### config.mk
export PLATFORM = sky130hd
export DESIGN_NAME = irq_request_latch
export DESIGN_NICKNAME = d
export VERILOG_FILES = /design/src/rtl/irq_request_latch.sv
export SDC_FILE = /design/constraint.sdc
export NUM_CORES = 1
export LEC_CHECK = 0
export BUFFER_PORTS_ARGS = -buffer_cell sky130_fd_sc_hd__buf_2
export CAP_MARGIN = 40
export CORE_ASPECT_RATIO = 1.5
export CORE_MARGIN = 4
export CORE_UTILIZATION = 45
export CTS_BUF_LIST = sky130_fd_sc_hd__clkbuf_2 sky130_fd_sc_hd__clkbuf_4 sky130_fd_sc_hd__clkbuf_8
export CTS_CLUSTER_SIZE = 28
export DETAILED_ROUTE_END_ITERATION = 16
export PLACE_DENSITY = 0.64
export SLEW_MARGIN = 10
export SYNTH_ARGS = -nofsm -noshare
export SYNTH_HDL_FRONTEND = slang
export SYNTH_SLANG_ARGS = --single-unit
### constraint.sdc
create_clock -name clk -period 2.73 [get_ports clk]
set_input_delay 0.273 -clock clk [delete_from_list [all_inputs] [get_ports clk]]
set_output_delay 0.273 -clock clk [all_outputs]
set_load 0.03 [all_outputs]
### src/rtl/irq_request_latch.sv
`default_nettype none
// ============================================================================
//  Module      : irq_request_latch
//  Description : Synchronises 16 raw interrupt lines, latches them as pending
//                requests, and runs the REQ/ACK/EOI handshake with the CPU.
//  Revision    : 1.0 - initial release
// ============================================================================
module irq_request_latch #(
  parameter int SYNC_STAGES = 2,
  parameter int EDGE_SENS   = 1
) (
  input  logic       clk,
  input  logic       rst_n,
  input  logic [7:0] irq_a,
  input  logic [7:0] irq_b,
  input  logic [7:0] mask_a,
  input  logic [7:0] mask_b,
  input  logic       ack,
  input  logic       ack_bank,
  input  logic [2:0] ack_code,
  input  logic       eoi,
  input  logic       ovf_clr,
  output logic [7:0] pend_a,
  output logic [7:0] pend_b,
  output logic       irq,
  output logic       busy,
  output logic       ovf
);

  localparam logic [1:0] c_st_idle = 2'd0;
  localparam logic [1:0] c_st_req  = 2'd1;
  localparam logic [1:0] c_st_svc  = 2'd2;
  localparam logic       c_edge    = (EDGE_SENS != 0);

  logic [15:0] r_sync [SYNC_STAGES];
  logic [15:0] r_hist;
  logic [SYNC_STAGES:0] r_fill;
  logic [15:0] r_set;
  logic [15:0] r_pend;
  logic [15:0] r_vis;
  logic        r_ovf;
  logic        r_irq;
  logic        r_busy;
  logic [1:0]  r_state;

  logic [15:0] w_sync_q;
  logic        w_hist_valid;
  logic [15:0] w_set;
  logic [15:0] w_clr;
  logic [15:0] w_pend_nxt;
  logic        w_ovf_hit;
  logic        w_any_pend;
  logic [1:0]  w_state_nxt;

  // Bank B occupies the upper byte so {ack_bank, ack_code} indexes directly.
  generate
    for (genvar g = 0; g < SYNC_STAGES; g++) begin : g_sync
      if (g == 0) begin : g_first
        always_ff @(posedge clk) begin
          if (!rst_n) r_sync[g] <= '0;
          else        r_sync[g] <= {irq_b, irq_a};
        end
      end else begin : g_rest
        always_ff @(posedge clk) begin
          if (!rst_n) r_sync[g] <= '0;
          else        r_sync[g] <= r_sync[g-1];
        end
      end
    end
  endgenerate

  assign w_sync_q = r_sync[SYNC_STAGES-1];

  // Edges are only trusted once the history flop holds a genuine post-reset
  // sample; a line held high across reset therefore never latches.
  always_ff @(posedge clk) begin
    if (!rst_n) begin
      r_hist <= '0;
      r_fill <= '0;
      r_set  <= '0;
    end else begin
      r_hist <= w_sync_q;
      r_fill <= {r_fill[SYNC_STAGES-1:0], 1'b1};
      r_set  <= w_set;
    end
  end

  assign w_hist_valid = r_fill[SYNC_STAGES];
  assign w_set = c_edge ? (w_sync_q & ~r_hist & {16{w_hist_valid}}) : w_sync_q;

  assign w_clr      = (r_state == c_st_req && ack) ? (16'd1 << {ack_bank, ack_code}) : 16'd0;
  assign w_pend_nxt = (r_pend & ~w_clr) | r_set;
  assign w_ovf_hit  = c_edge && (|(r_set & r_pend));
  assign w_any_pend = |r_vis;

  always_ff @(posedge clk) begin
    if (!rst_n) begin
      r_pend <= '0;
      r_vis  <= '0;
      r_ovf  <= 1'b0;
    end else begin
      r_pend <= w_pend_nxt;
      r_vis  <= w_pend_nxt & ~{mask_b, mask_a};
      if (w_ovf_hit)    r_ovf <= 1'b1;
      else if (ovf_clr) r_ovf <= 1'b0;
    end
  end

  always_comb begin
    w_state_nxt = r_state;
    case (r_state)
      c_st_idle: if (w_any_pend) w_state_nxt = c_st_req;
      c_st_req: begin
        if (ack)              w_state_nxt = c_st_svc;
        else if (!w_any_pend) w_state_nxt = c_st_idle;
      end
      c_st_svc:  if (eoi) w_state_nxt = c_st_idle;
      default:   w_state_nxt = c_st_idle;
    endcase
  end

  always_ff @(posedge clk) begin
    if (!rst_n) begin
      r_state <= c_st_idle;
      r_irq   <= 1'b0;
      r_busy  <= 1'b0;
    end else begin
      r_state <= w_state_nxt;
      r_irq   <= (w_state_nxt == c_st_req);
      r_busy  <= (w_state_nxt == c_st_svc);
    end
  end

  assign pend_a = r_vis[7:0];
  assign pend_b = r_vis[15:8];
  assign irq    = r_irq;
  assign busy   = r_busy;
  assign ovf    = r_ovf;

endmodule
`default_nettype wire

==> impl_metrics.tcl <==
set metrics [dict create \
    layout.cells.non_filler 442 \
    dpl.hpwl_mm 3.89 \
    num-fill-cells 660 \
    number_of_buffers_created_by_cts 9 \
    hold_viol 0 \
    drt.antenna.violating_nets 0 \
    fp-row-count 38 \
    source_to_sink_clock_delay_at_the_later_pin_of_the_worst_skew_pair_ns 0.34 \
    number_of_antenna_violations_at_the_first_check_in_global_routing 0 \
    final_worst_path_setup_slack_ns 1.34 \
    final_layout_size_suffix_gt1_share_pct 31.9 \
    avgViaCountPerCell 4.58 \
    path_buf_inv 0 \
    worst_slew_margin_rel_pct 60.2 \
    cts.sinks 104 \
    tritoncts "yes" \
    yosysSeqAreaShare_pct 61.7 \
    synthCells 281 \
    asyncSetResetFlopFracSynth_pct 0 \
    detailroute.via_count 2023 \
    initial_core_util_pct 46.4 \
    synth_compound_gate_area_share_pct 6.42 \
    timing.critical_path.slowest_cell_delay_ns 0.48 \
    postCtsSetupBuffers 0 \
    post_cts_resized 0 \
    clk_transition_reported_paths_ns 0.09 \
    place_congestion 0.771 \
    synth.lib_cells_used.distinct 33 \
    groute.usage.overall_pct 12.9 \
    wl_per_instance_um 12.1 \
    final_core_utilization_pct 54.1 \
    synth_mux_area_share_pct 0 \
    p_leak_nw 1.67 \
    tightest_slew_ns 0.598 \
    post_synth_and_or_nand_nor_area_fraction_pct 29.4 \
    drt_drc 0 \
    placed_instances 426 \
    ys.flop_type "dfxtp_1" \
    cts_buffer_depth 2 \
    synth.net_count 322 \
    design.die.area_um2 8970 \
    finalClockSkew_ns 0.00547 \
    worst-setup-path-type "reg -> reg" \
    cpMaxStageDelayCell "and4bb_1" \
    worst-endpoint-required_ns 2.97 \
    synth_top_family_by_area "simple AND/OR/NAND/NOR gates" \
    detailedRoute.firstIterationViolations 57 \
    vdd_drop_max_uv 328 \
    number_of_pins_exceeding_their_max_slew_limit_in_the_final_report 0 \
    number_of_global_route_vias_before_repair 1982 \
    postLayoutCellArea_um2 3940 \
    cp.arrival_ns 1.63 \
    powerDensity_nw_per_um2 662 \
    yosys.area_share.xor_xnor_pct 0 \
    htreeDepth 3 \
    antenna_cells 0 \
    synth-warning-count 0 \
    hold-worst-slack_ns 0.0700 \
    post_synth.cell_area_avg_um2 12.0 \
    area.growth.synth_to_final_pct 16.7 \
    io_buffer_count 59 \
    fmaxAchievable_mhz 720 \
    worst_hold_class "in -> reg" \
    grt_first_pass_wirelength_mm 8.85 \
    post_cts_hold_fix_bufs 0 \
    dieHeight_um 114 \
    finalNetCount 378 \
    design.portCount 60 \
    synthesis.area_um2 3370 \
    globalRouteOverflowTotal 0 \
    dp_worst_setup_slack_ns 1.30 \
    critPathCaptureType "flop" \
    die_x_um 78.7 \
    timing.max_cap.violations 0 \
    final_number_of_setup_violating_endpoints 0 \
    timing.critical_path.from_type "flop" \
    synth-seq-cells 104 \
    grt_setup_unrepaired "no" \
    critical_path.max_fanout 8 \
    grt_start_max_net_pins 47 \
    synth_edf_count 0 \
    status "complete, no violations" \
    p_total_mw 2.60 \
    timing.final.crit_period_ns 1.39 \
    sum_of_routed_wire_length_over_all_layers_mm 5.36 \
    critPathTopFamily "simple AND/OR/NAND/NOR gates" \
    std_cell_core_area_um2 7270 \
    worstPathCellList "and4bb_1 > nand2_1 > a21oi_1 > nor3b_1" \
    fin_crit_sh_pct 50.9 \
    detail_route.first_pass.iterations 4 \
    placedInstanceArea_um2 3730 \
    post_synth_adder_cell_area_pct 0 \
    clk_tree_root_cell "clkbuf_8" \
    finalSetupTns_ns 0 \
]
==> path summary, 6_finish.rpt <==
kind | cells past startpoint | slack [ns] | start | endpoint
worst max-delay path | 4 | 1.34 | r_state[1]$_SDFF_PN0_ | r_vis[0]$_SDFF_PN0_
worst min-delay path | 2 | 0.07 | mask_b[1] | r_vis[9]$_SDFF_PN0_
worst max register to register | 4 | 1.34 | r_state[1]$_SDFF_PN0_ | r_vis[0]$_SDFF_PN0_
worst min register to register | 1 | 0.44 | r_sync[0][1]$_SDFF_PN0_ | r_sync[1][1]$_SDFF_PN0_
==> registers in the layout (all words and copies together) (netlist names) <==
register	count
r_state	2
r_hist	16
r_pend	16
ovf	1
busy	1
r_sync	32
r_set	16
r_vis	16
irq	1
r_fill	3
==> cell type report <==
cell class,instances,area [um^2],share of cell area [%]
clock inverters,5,55.1,1.40
multi-input cells,162,1210,30.7
well taps,100,125,3.18
clock buffers,11,151,3.85
repair buffers,60,315,8.01
flip-flops and latches,104,2080,52.9
==> where the power goes <==
part           switching [mW]  total (mW)  leakage, nW  internal (mW)
combinational          0.0486       0.103        0.720         0.0543
clock                   0.471       0.941        0.101          0.471
sequential            0.00968        1.56        0.847           1.55
==> cells in the mapped netlist, drive strengths merged, types with 3 or more instances <==
cell	number	share of area, %
nand2	6	0.67
dfxtp	104	62
and3b	16	4.2
nand4	4	1.1
nor3b	16	5.5
nor2	3	0.33
a21oi	16	3.8
and2	52	9.6
nor4	4	0.74
a22oi	4	0.89
clkbuf	11	1.4
buf	4	1.1
nor2b	18	3.3
and4b	3	0.96
nand3	7	1.0
==> routing by layer <==
metal | routed length [um] | track usage (%) | up-vias
li1 | - | - | 1062
met1 | 2340 | 14.6 | 896
met2 | 2640 | 21.7 | 58
met3 | 298 | 4.50 | 7
met4 | 78 | 5.83 | 0
met5 | 0 | 0 | -
==> placed cells by master, fill, tap and decap left out <==
cell type,netlist,layout
a21oi_2,13,13
nor2b_1,18,18
nand4b_2,2,2
nor4_1,4,4
buf_2,0,59
nand4_2,2,2
buf_12,0,1
and2b_1,1,1
bufinv_16,0,1
a222oi_1,1,1
dfxtp_1,104,104
and4b_2,2,2
and4bb_1,1,1
clkinvlp_4,0,2
nor3b_1,3,3
a22o_1,1,1
clkinv_2,0,2
o21a_1,1,1
nor3_1,1,1
and2_1,52,52
o21ai_0,2,2
a221oi_1,1,1
a31oi_2,1,1
nand4_1,2,2
nand2_1,6,6
nor3b_2,13,13
clkbuf_8,0,11
nand3b_1,1,1
nor2_1,3,3
and4b_1,1,1
and3b_1,16,16
nand3_1,7,7
a21oi_1,3,3
a22oi_1,4,4
==> cell families (layout without fill, tap and decap cells) <==
| logic type | Yosys count | after routing |
|---|---|---|
| compound gates | 27 | 27 |
| flops | 104 | 104 |
| buf+inv | 15 | 76 |
| simple gates | 135 | 135 |
Note: power is estimated with default switching activity, not from simulation.
